[src/rtl/second_largest_pkg.sv]
// Shared types for the second-largest change logger.
// The event record pairs a tracked value with the cycle it changed on.
package second_largest_pkg;

    localparam int DEFAULT_DATA_WIDTH = 32;
    localparam int DEFAULT_TS_WIDTH   = 16;

    typedef struct packed {
        logic [DEFAULT_DATA_WIDTH-1:0] data;
        logic [DEFAULT_TS_WIDTH-1:0]   ts;
    } chg_event_t;

endpackage

[src/rtl/second_largest_change_logger_fifo.sv]
// change_event_fifo: small synchronous FIFO of change events.
// The head entry is kept in its own register so readout sees a stable,
// registered value; drop_oldest selects what happens when a push meets a full
// FIFO with no pop (discard the new event, or evict the oldest one).
module change_event_fifo
    import second_largest_pkg::*;
#(
    parameter int  DEPTH   = 4,
    parameter type event_t = chg_event_t
) (
    input  logic                   clk,
    input  logic                   resetn,
    input  logic                   push,
    input  logic                   pop,
    input  logic                   flush,
    input  logic                   drop_oldest,
    input  event_t                 wr_event,
    output event_t                 head,
    output logic [$clog2(DEPTH):0] count,
    output logic                   full,
    output logic                   empty
);

    localparam int PW = $clog2(DEPTH);
    localparam int CW = PW + 1;

    event_t          mem [DEPTH];
    logic [PW-1:0]   rd_q;
    logic [PW-1:0]   wr_q;
    logic [CW-1:0]   count_q;
    logic            valid_q;
    event_t          head_q;

    logic            full_now;
    logic            do_pop;
    logic            overwrite;
    logic            do_write;
    logic            rd_adv;
    logic [PW-1:0]   rd_next;
    logic [PW-1:0]   wr_next;
    logic [CW-1:0]   count_next;
    event_t          head_next;

    // Next-state decode: what is written, what is released and which entry becomes the head.
    always_comb begin
        full_now   = (count_q == CW'(DEPTH));
        do_pop     = pop && valid_q;
        overwrite  = push && full_now && !do_pop;
        do_write   = push && (!full_now || do_pop || drop_oldest);
        rd_adv     = do_pop || (overwrite && drop_oldest);
        rd_next    = rd_adv ? rd_q + PW'(1) : rd_q;
        wr_next    = do_write ? wr_q + PW'(1) : wr_q;
        count_next = count_q + CW'(do_write) - CW'(rd_adv);
        if (do_write && (wr_q == rd_next)) begin
            head_next = wr_event;
        end else begin
            head_next = mem[rd_next];
        end
    end

    // Storage, pointers and the registered head; flush empties without touching storage.
    always_ff @(posedge clk or negedge resetn) begin
        if (!resetn) begin
            for (int i = 0; i < DEPTH; i++) begin
                mem[i] <= '0;
            end
            rd_q    <= '0;
            wr_q    <= '0;
            count_q <= '0;
            valid_q <= 1'b0;
            head_q  <= '0;
        end else if (flush) begin
            rd_q    <= '0;
            wr_q    <= '0;
            count_q <= '0;
            valid_q <= 1'b0;
            head_q  <= '0;
        end else begin
            if (do_write) begin
                mem[wr_q] <= wr_event;
            end
            rd_q    <= rd_next;
            wr_q    <= wr_next;
            count_q <= count_next;
            valid_q <= (count_next != '0);
            head_q  <= head_next;
        end
    end

    assign head  = head_q;
    assign count = count_q;
    assign full  = full_now;
    assign empty = !valid_q;

endmodule

[src/rtl/second_largest_change_logger.sv]
// second_largest_change_logger: watches the second-largest tracker output,
// timestamps every change with a free-running cycle counter and queues the
// events for readout over a valid/ready port. A lost event sets a sticky flag.
// Optional build macro LOGGER_DROP_OLDEST_EN: on overflow evict the oldest
// queued event instead of discarding the newest one.
module second_largest_change_logger
    import second_largest_pkg::*;
#(
    parameter int DATA_WIDTH = DEFAULT_DATA_WIDTH,
    parameter int TS_WIDTH   = DEFAULT_TS_WIDTH,
    parameter int DEPTH      = 4
) (
    input  logic                   clk,
    input  logic                   resetn,
    input  logic [DATA_WIDTH-1:0]  din,
    input  logic                   clear,
    input  logic                   out_ready,
    output logic                   out_valid,
    output logic [DATA_WIDTH-1:0]  out_data,
    output logic [TS_WIDTH-1:0]    out_ts,
    output logic [$clog2(DEPTH):0] count,
    output logic                   overflow
);

    typedef struct packed {
        logic [DATA_WIDTH-1:0] data;
        logic [TS_WIDTH-1:0]   ts;
    } evt_t;

`ifdef LOGGER_DROP_OLDEST_EN
    localparam logic DROP_OLDEST = 1'b1;
`else
    localparam logic DROP_OLDEST = 1'b0;
`endif

    logic [DATA_WIDTH-1:0] prev_q;
    logic [TS_WIDTH-1:0]   ts_q;
    logic                  overflow_q;

    logic                  push;
    logic                  pop;
    evt_t                  new_event;
    evt_t                  fifo_head;
    logic                  fifo_full;
    logic                  fifo_empty;

    // Change detection and handshake decode; clear suppresses both push and pop.
    always_comb begin
        push           = (din != prev_q) && !clear;
        pop            = !fifo_empty && out_ready && !clear;
        new_event.data = din;
        new_event.ts   = ts_q;
    end

    // Previous value, timestamp counter and the sticky overflow flag.
    always_ff @(posedge clk or negedge resetn) begin
        if (!resetn) begin
            prev_q     <= '0;
            ts_q       <= '0;
            overflow_q <= 1'b0;
        end else if (clear) begin
            prev_q     <= '0;
            ts_q       <= '0;
            overflow_q <= 1'b0;
        end else begin
            prev_q <= din;
            ts_q   <= ts_q + TS_WIDTH'(1);
            if (push && fifo_full && !pop) begin
                overflow_q <= 1'b1;
            end
        end
    end

    change_event_fifo #(
        .DEPTH   (DEPTH),
        .event_t (evt_t)
    ) u_fifo (
        .clk         (clk),
        .resetn      (resetn),
        .push        (push),
        .pop         (pop),
        .flush       (clear),
        .drop_oldest (DROP_OLDEST),
        .wr_event    (new_event),
        .head        (fifo_head),
        .count       (count),
        .full        (fifo_full),
        .empty       (fifo_empty)
    );

    assign out_valid = !fifo_empty;
    assign out_data  = fifo_head.data;
    assign out_ts    = fifo_head.ts;
    assign overflow  = overflow_q;

endmodule

[config.mk]
export PLATFORM = sky130hd
export DESIGN_NAME = second_largest_change_logger
export DESIGN_NICKNAME = d
export VERILOG_FILES = /design/src/rtl/second_largest_pkg.sv /design/src/rtl/second_largest_change_logger_fifo.sv /design/src/rtl/second_largest_change_logger.sv
export SDC_FILE = /design/constraint.sdc
export NUM_CORES = 1
export LEC_CHECK = 0
export CAP_MARGIN = 10
export CORE_MARGIN = 4
export CORE_UTILIZATION = 62
export CTS_BUF_LIST = sky130_fd_sc_hd__clkbuf_8
export DETAILED_ROUTE_END_ITERATION = 8
export PLACE_DENSITY = 0.87
export SLEW_MARGIN = 15
export SYNTH_ARGS = -nofsm -noshare
export SYNTH_HDL_FRONTEND = slang
export SYNTH_SLANG_ARGS = --single-unit
[constraint.sdc]
create_clock -name clk -period 3.3 [get_ports clk]
set_clock_uncertainty 0.15 [all_clocks]
set_input_delay 0.66 -clock clk [delete_from_list [all_inputs] [get_ports clk]]
set_output_delay 0.66 -clock clk [all_outputs]
set_load 0.01 [all_outputs]
==> results.toml, run 1 <==
[power_and_ir_drop]
peakVddDrop_uv = 480
total_power_uw = 13500
p_leak_uw = 0.00748
p_per_area_nw_per_um2 = 791

[timing]
period_needed_ns = 3.08
max_slew_margin_pct = 47.6
rsz0062_at_grt = "no"
setup_ws_ns = 0.222
setup_viol = 0
whs_ns = 0.342
period_share_pct = 93.3
slew_violations = 0
hold_violations = 0
fmax_ghz = 0.325
worst_slew_pin_slew_ns = 0.787

[logic_synthesis]
seq_area_frac_synth_pct = 51.7
yosysUniqueCellTypes = 36
netlist_area_um2 = 14400
syn_avg_cell_area_um2 = 14.9
ys_ff_latch = 297
syn-num-nets = 1005
yosysWarnings = 0
netlist_instances = 961

[placement]
placed_cell_area_um2 = 16000
hpwlAfterDp_um = 20800
numPortBuffers = 88
finalWeightedCongestion = 0.768
pre_cts_slack_ns = -0.322

[worst_setup_path]
path_max_fanout = 6
end_kind = "flip-flop"
arrival_ns = 3.35
critPathBufInv = 3
cpLargestDelayFamily = "simple AND/OR/NAND/NOR gates"
cp_slowest_cell = "clkdlybuf4s50_1"
worstPathRequired_ns = 3.57
critPathMaxStageDelay_ns = 0.53
startpoint_type = "primary input"
critical_path.cell_chain = "clkdlybuf4s50_1 > xor2_1 > nor4_1 > buf_4 > nand4_1 > or2_1 > and3_1 > ha_1 > inv_1 > fa_1 > xor2_1 > xnor2_1 > a31oi_1"
cp_common_cell = "xor2_1"
crit_type = "in2reg"

[clocking]
post_cts_resized = 0
cts_made_buffers = 48
post_cts_buffers = 0
cts_tree = "done"
root_buffer = "clkbuf_8"
path_clk_slew_ns = 0.07
clkLatencyLatePin_ns = 0.57
cts.htree.levels = 2
postCtsHoldBufs = 1
cts.sinks = 297
clockBufferDepth = 3

[detailed_routing]
vias_per_cell = 6.40
vias = 9092
dr.pass1.iters = 5
finalWirelength_um = 32900
drt_iter0_markers = 675
antenna_left = 0
drcViolationCount = 0
routedWlPerCell_um = 23.1

[floorplanning]
row_count = 55
start_util_pct = 63.3
floorplan.die_area_um2 = 25700
die_w_um = 160
die_y_um = 160
core_area_um2 = 22700
pin_count = 89

[finish]
layout_common_cells = "295 x dfrtp_1, 112 x mux2_2, 94 x mux4_2"
post-route-util_pct = 75.0
antenna_cells = 0
nets = 1143
final_common_cell = "dfrtp_1"
seq_area_um2 = 7440
finish.instance_area_um2 = 17000
multi_input_area_um2 = 6520
fill_cells = 1330
drive_above_1_share_pct = 31.9
area_delta_synth_final_pct = 18.6

[run]
maxCapViolCount = 0

[global_routing]
grt_overflow = 0
track_usage_pct = 26.3
grt_pass1_vias = 9944
grt_antenna_before_repair = 1
grt_first_pass_wirelength_um = 53800
grt_max_degree = 102

[hold_path]
worstHoldPathType = "reg2reg"

[outcome]
outcome = "completed"
## path summary, 6_finish.rpt
kind | start | to | slack [ns] | depth (start not counted)
min reg2reg | u_fifo.mem[142]$_DFFE_PN0P_ | u_fifo.mem[142]$_DFFE_PN0P_ | 0.34 | 1
min in group asynchronous | resetn | u_fifo.head[13]$_DFF_PN0_ | 0.53 | 2
max | din[2] | u_fifo.valid_q$_DFF_PN0_ | 0.22 | 13
max reg2reg | prev_q[25]$_DFF_PN0_ | u_fifo.valid_q$_DFF_PN0_ | 0.48 | 12
max in group asynchronous | resetn | u_fifo.mem[166]$_DFFE_PN0P_ | 1.74 | 3
min | u_fifo.mem[142]$_DFFE_PN0P_ | u_fifo.mem[142]$_DFFE_PN0P_ | 0.34 | 1
## power by group
group | total [uW] | internal, uW | switching [uW]
registers | 5630 | 4810 | 814
logic | 4650 | 2630 | 2020
clock network | 3200 | 1780 | 1420
## registers in the layout (all words and copies together), names as in the netlist
signal and cells:
u_fifo.mem 192, u_fifo.head 48, prev_q 32, ts_q 16, u_fifo.count 3, u_fifo.rd_q 2, u_fifo.wr_q 2, overflow 1
u_fifo.valid_q 1
## layout make-up
| class | count | share of cell area (%) |
|---|---|---|
| Sequential cell | 297 | 43.7 |
| Timing Repair Buffer | 165 | 9.98 |
| Inverter | 9 | 0.198 |
| Multi-Input combinational cell | 578 | 38.3 |
| Clock buffer | 63 | 5.09 |
| Clock inverter | 23 | 0.727 |
| Tap cell | 285 | 2.09 |
## kinds of logic after synthesis
kind of cell | count (synthesis) | synth area share, %
compound gates | 80 | 3.93
mux | 334 | 33.2
flops | 297 | 51.7
buf+inv | 86 | 3.19
fa+ha+maj | 8 | 0.749
xor+xnor | 49 | 2.99
simple gates | 107 | 4.23
## metrics by stage
step	cells	setup TNS (ns)
finish	1420	0
global route	1420	0
CTS	1420	0
detailed placement	1333	-27.54
global placement	1333	-11.94
floorplan	961	0
## metal layers
layer / up-vias / share of wire (%) / global-route usage (%)
met2: 288 / 51 / 43.2
met1: 4854 / 42 / 36.1
met5: - / 0.040 / 0
li1: 3882 / - / -
met4: 2 / 2.2 / 8.17
met3: 66 / 5.6 / 5.26
## synth_stat cells
master / n / area share [%]
dfrtp_1: 297 / 52
mux2_2: 112 / 8.8
mux4_2: 94 / 15
mux2_1: 80 / 6.3
mux2i_1: 47 / 3.3
xor2_1: 43 / 2.6
nor2b_1: 34 / 1.5
buf_2: 33 / 1.1
o2bb2ai_1: 31 / 1.9
a21oi_1: 24 / 0.84
nor2_1: 23 / 0.60
clkbuf_1: 21 / 0.55
o31ai_1: 16 / 0.84
buf_6: 12 / 0.94
nand3_1: 11 / 0.38
buf_1: 10 / 0.26
inv_1: 9 / 0.24
nor4_1: 9 / 0.39
nand2_1: 8 / 0.21
ha_1: 7 / 0.61
xnor2_1: 6 / 0.37
nand4_1: 5 / 0.22
or3_1: 5 / 0.22
nand4_2: 4 / 0.35
o21ai_0: 4 / 0.14
and3_1: 3 / 0.13
nand3b_1: 2 / 0.10
o21ai_1: 2 / 0.070
or2_1: 2 / 0.087
a211oi_1: 1 / 0.052
a31o_1: 1 / 0.061
a31oi_1: 1 / 0.044
and4_1: 1 / 0.061
buf_4: 1 / 0.052
fa_1: 1 / 0.14
mux2_4: 1 / 0.10
No activity file was read; power rests on OpenSTA's default activity.
==> run 2: changes to the inputs <==
CORE_ASPECT_RATIO = 1.25   (was default)
clock period = 2.9 ns   (was 3.3 ns; I/O delays follow)
==> run 2 against run 1 <==
- the run now ends with setup timing left
- largest cell class unchanged
- core utilization fell by 0.11 points
- first-iteration DRC count decreased by 1.8%
- power is 14% higher
==> results.toml, run 2 (synthesis gave the netlist of run 1 again) <==
[detailed_routing]
vias = 9194
finalWirelength_um = 33600
dr.pass1.iters = 5
routedWlPerCell_um = 23.7
antenna_left = 0
drt_iter0_markers = 663
drcViolationCount = 0
vias_per_cell = 6.47

[worst_setup_path]
cp_slowest_cell = "nor4_4"
arrival_ns = 3.20
path_max_fanout = 2
startpoint_type = "flip-flop"
critPathMaxStageDelay_ns = 0.42
worstPathRequired_ns = 3.14
crit_type = "reg2reg"
critical_path.cell_chain = "xor2_2 > nor4_4 > nand4_1 > or2_1 > and3_1 > ha_2 > inv_2 > fa_2 > xor2_2 > xnor2_2 > a31oi_1"
end_kind = "flip-flop"
critPathBufInv = 1
reg2reg_depth = 11
cpLargestDelayFamily = "simple AND/OR/NAND/NOR gates"
path_depth = 11
cp_common_cell = "xor2_2"

[timing]
period_needed_ns = 2.96
fmax_ghz = 0.338
setup_viol = 1
finalSetupTns_ns = -0.0554
rsz0062_at_grt = "yes"
worst_slew_pin_slew_ns = 0.755
setup_ws_ns = -0.0554
max_slew_margin_pct = 49.7
hold_violations = 0
period_share_pct = 102
slew_violations = 0

[floorplanning]
start_util_pct = 62.8
pin_count = 89
die_w_um = 144
row_count = 62
die_y_um = 178
floorplan.die_area_um2 = 25700
core_area_um2 = 22900

[placement]
numPortBuffers = 88
pre_cts_slack_ns = -1.08
dp.cells = 1339
hpwlAfterDp_um = 21100
finalWeightedCongestion = 0.786

[clocking]
root_buffer = "clkbuf_8"
cts_tree = "done"
clkLatencyLatePin_ns = 0.55
cts_made_buffers = 46
clockBufferDepth = 3
path_clk_slew_ns = 0.06
cts.sinks = 297
cts.htree.levels = 2
post_cts_buffers = 0

[run]
maxCapViolCount = 0

[outcome]
outcome = "finished, violations left"
violations = "setup timing"

[global_routing]
grt_max_degree = 90
grt_overflow = 0
track_usage_pct = 26.5
grt_pass1_vias = 9857
grt_antenna_before_repair = 0
grt_first_pass_wirelength_um = 53000

[finish]
regMostFlops = "u_fifo.mem"
finalNonFillerCells = 1420
antenna_cells = 0
drive_above_1_share_pct = 33.8
layout_common_cells = "295 x dfrtp_1, 112 x mux2_2, 94 x mux4_2"
area_delta_synth_final_pct = 19.3
nets = 1144
largest_register_ffs = 192
final_common_cell = "dfrtp_1"

[hold_path]
worstHoldPathType = "in2reg"
whs_path_depth = 3

[power_and_ir_drop]
peakVddDrop_uv = 484
p_per_area_nw_per_um2 = 899
total_power_uw = 15400
p_leak_uw = 0.00754
run 2: cell types whose count changed in the layout (fill, tap and decap cells not counted), moves of 7 or more:
cell             delta
clkdlybuf4s50_1    -13
dlygate4sd2_1       +8
inv_1               -7
xor2_1              -8
xor2_2              +8
run 2: cell type report:
cell class	count	area, um2
clock inverter	22	178
timing repair buffer	168	1700
multi-input combinational	578	6630
fill	1307	5750
tap	288	360
inverter	9	33.8
sequential	297	7440
clock buffer	58	798
run 2: timing repair:
| action | 4_1_cts | 5_1_grt |
|---|---|---|
| endpoints found under the setup margin | 246 | 2 |
| gates resized for setup | 15 | 16 |
| hold buffers | 1 | 0 |
| hold endpoints to repair | 82 | 0 |
| pin swaps | 7 | 9 |
run 2: tightest hold or removal path, stage by stage:
cell	delay [ns]
dlymetal6s2s_1	0.12
buf_4	0.14
mux2_2	0.14
run 2: per-stage QoR:
stage	instance area, um2	utilization, %	hold slack, ns
after floorplan	14400	-	0.134
after global placement	16000	70.1	0.319
after detailed placement	16000	70.1	0.332
after CTS	17100	74.5	0.347
after global routing	17100	74.9	0.334
final	17100	74.9	0.321
run 2: where the power goes:
part / leakage [uW] / total (uW) / switching [uW] / internal, uW
registers: 0.00380 / 6470 / 999 / 5480
clock network: 0.000546 / 3660 / 1590 / 2070
logic: 0.00319 / 5270 / 2290 / 2970
total: 0.00754 / 15400 / 4880 / 10500
run 2: final timing paths:
path | startpoint | end | slack, ns
min in group asynchronous | resetn | u_fifo.head[41]$_DFF_PN0_ | 0.49
max reg2reg | prev_q[8]$_DFF_PN0_ | u_fifo.valid_q$_DFF_PN0_ | -0.06
min | din[19] | u_fifo.mem[83]$_DFFE_PN0P_ | 0.32
max | prev_q[8]$_DFF_PN0_ | u_fifo.valid_q$_DFF_PN0_ | -0.06
max in group asynchronous | resetn | u_fifo.head[15]$_DFF_PN0_ | 1.30
min reg2reg | u_fifo.mem[190]$_DFFE_PN0P_ | u_fifo.mem[190]$_DFFE_PN0P_ | 0.34
run 2: per-layer routing:
layer / vias to the layer above / track usage [%] / part of all wire (%)
met2: 384 / 45.0 / 52
met1: 4842 / 34.3 / 39
li1: 3888 / - / -
met5: - / 0 / 0
met3: 80 / 4.75 / 6.2
met4: 0 / 9.84 / 3.2
==> run 3: changes to the inputs <==
CORE_ASPECT_RATIO = default   (was 1.25)
CORE_UTILIZATION = 56   (was 62)
PLACE_DENSITY = 0.83   (was 0.87)
clock period = 2.6 ns   (was 2.9 ns; I/O delays follow)
==> run 3 against run 2 <==
- the run still ends with setup timing left
- non-clock buffer count grew 14
- global-route usage shrank 3.1 points
- setup slack got worse by 0.28 ns
- combinational power rose by 39%
- critical path depth rose by 1
- clock power up 4%
- wire length rose by 7.9%
==> results.toml, run 3 (synthesis gave the netlist of run 1 again) <==
[outcome]
outcome = "finished, violations left"
violations = "setup timing"

[timing]
period_needed_ns = 2.93
period_share_pct = 113
rsz0062_at_grt = "yes"
setup_ws_ns = -0.333
hold_violations = 0
worst_slew_pin_slew_ns = 0.799
slew_violations = 0
setup_viol = 195
max_slew_margin_pct = 46.7
whs_ns = 0.252
fmax_ghz = 0.341

[worst_setup_path]
end_kind = "flip-flop"
crit_type = "in2reg"
path_max_fanout = 6
arrival_ns = 3.18
worstPathRequired_ns = 2.84
startpoint_type = "primary input"

[floorplanning]
die_w_um = 168
pin_count = 89
start_util_pct = 57.0
die_y_um = 168
core_area_um2 = 25200
row_count = 58
floorplan.die_area_um2 = 28300

[global_routing]
grt_busiest_layer = "met2"
grt_max_degree = 69
grt_first_pass_wirelength_um = 52800
grt_overflow = 0
track_usage_pct = 23.4
met1_usage_pct = 32.1
grt_antenna_before_repair = 1
grt_pass1_vias = 9678
met3_usage_pct = 4.70
grtUsageMet2_pct = 38.2

[placement]
hpwlAfterDp_um = 20600
numPortBuffers = 88
placed_cell_area_um2 = 16200
finalWeightedCongestion = 0.776

[clocking]
root_buffer = "clkbuf_8"
clkLatencyLatePin_ns = 0.57
path_clk_slew_ns = 0.06
cts_made_buffers = 49
clockBufferDepth = 3
cts.htree.levels = 2
cts_tree = "done"
cts.sinks = 297

[finish]
largest_register_ffs = 192
nets = 1161
area_delta_synth_final_pct = 26.2
final_common_cell = "dfrtp_1"
seq_area_um2 = 7440
regMostFlops = "u_fifo.mem"
fill_cells = 1456
layout_common_cells = "295 x dfrtp_1, 172 x mux2_4, 94 x mux4_2"
drive_above_1_share_pct = 40.0
multi_input_area_um2 = 7270
finish.instance_area_um2 = 18100

[detailed_routing]
routedWlPerCell_um = 24.5
vias_per_cell = 6.32
antenna_left = 0
finalWirelength_um = 36300
dr.pass1.iters = 5
vias = 9367
drcViolationCount = 0
drt_iter0_markers = 886

[power_and_ir_drop]
peakVddDrop_uv = 524
p_leak_uw = 0.00838
p_per_area_nw_per_um2 = 1010

[run]
maxCapViolCount = 0

[hold_path]
worstHoldPathType = "in2reg"
==> run 3: changes by cell type in the layout (fill, tap and decap cells not counted), sizes merged, moves of 4 or more <==
cell           previous run  this run
clkinv                    6         1
clkbuf                   58        65
dlymetal6s2s              5         1
buf                      81        87
dlygate4sd2               8         3
inv                      21        33
clkdlybuf4s50            73        82
==> run 3: routing by layer <==
| metal | share of wire, % | routed length (um) |
|---|---|---|
| met1 | 41 | 14900 |
| met2 | 50 | 18000 |
| met3 | 6.3 | 2290 |
| met4 | 3.0 | 1090 |
| met5 | 0.036 | 13 |
==> run 3: path summary, 6_finish.rpt <==
check	startpoint	endpoint	slack, ns	depth (start not counted)
max	din[27]	u_fifo.valid_q$_DFF_PN0_	-0.33	12
min	din[13]	prev_q[13]$_DFF_PN0_	0.25	2
max in group asynchronous	resetn	u_fifo.mem[16]$_DFFE_PN0P_	1.18	3
min in group asynchronous	resetn	u_fifo.head[38]$_DFF_PN0_	0.33	2
min reg2reg	u_fifo.mem[190]$_DFFE_PN0P_	u_fifo.mem[190]$_DFFE_PN0P_	0.35	1
max reg2reg	prev_q[15]$_DFF_PN0_	u_fifo.valid_q$_DFF_PN0_	-0.25	12
==> run 3: cell type report <==
| cell class | count | share of cell area [%] |
|---|---|---|
| Antenna cell | 1 | 0.0138 |
| Timing Repair Buffer | 182 | 11.4 |
| Clock buffer | 57 | 4.33 |
| Multi-Input combinational cell | 578 | 40.1 |
| Sequential cell | 297 | 41.0 |
| Inverter | 9 | 0.186 |
| Tap cell | 330 | 2.28 |
| Clock inverter | 27 | 0.649 |
==> run 3: report_power, final <==
part           switching [uW]  leakage, uW  internal, uW
logic                    2920      0.00404          4390
clock network            1830     0.000543          1980
registers                1130      0.00380          6110
total                    5870      0.00838         12500
==> run 3: stage by stage <==
step / power (uW) / TNS, ns / util (%) / worst slack, ns / instances
floorplan: 10600 / -0.0262 / - / -0.0262 / 961
global placement: 12800 / -148.53 / 64.4 / -0.801 / 1386
detailed placement: 13100 / -175.33 / 64.4 / -0.958 / 1386
CTS: 17000 / -0.315 / 68.5 / -0.142 / 1476
global route: 19100 / -59.54 / 72.0 / -0.385 / 1480
finish: 18400 / -51.88 / 72.0 / -0.333 / 1481
==> run 3: what timing repair did <==
action | 4_1_cts | 5_1_grt
resized for setup | 20 | 192
hold buffers | 1 | 0
cloned | 1 | 8
endpoints found under the hold margin | 54 | 0
pin swaps | 13 | 4
endpoints found under the setup margin | 195 | 241
setup buffers | 6 | 1
==> run 3: critical path, cell delays in order <==
cell and delay [ns]:
clkdlybuf4s50_1 0.62, xor2_1 0.17, nor4_1 0.33, nand4_1 0.21, or2_4 0.31, and3_4 0.16, ha_4 0.15, inv_2 0.05
fa_2 0.20, xor2_2 0.15, xnor2_1 0.18, a31oi_1 0.12
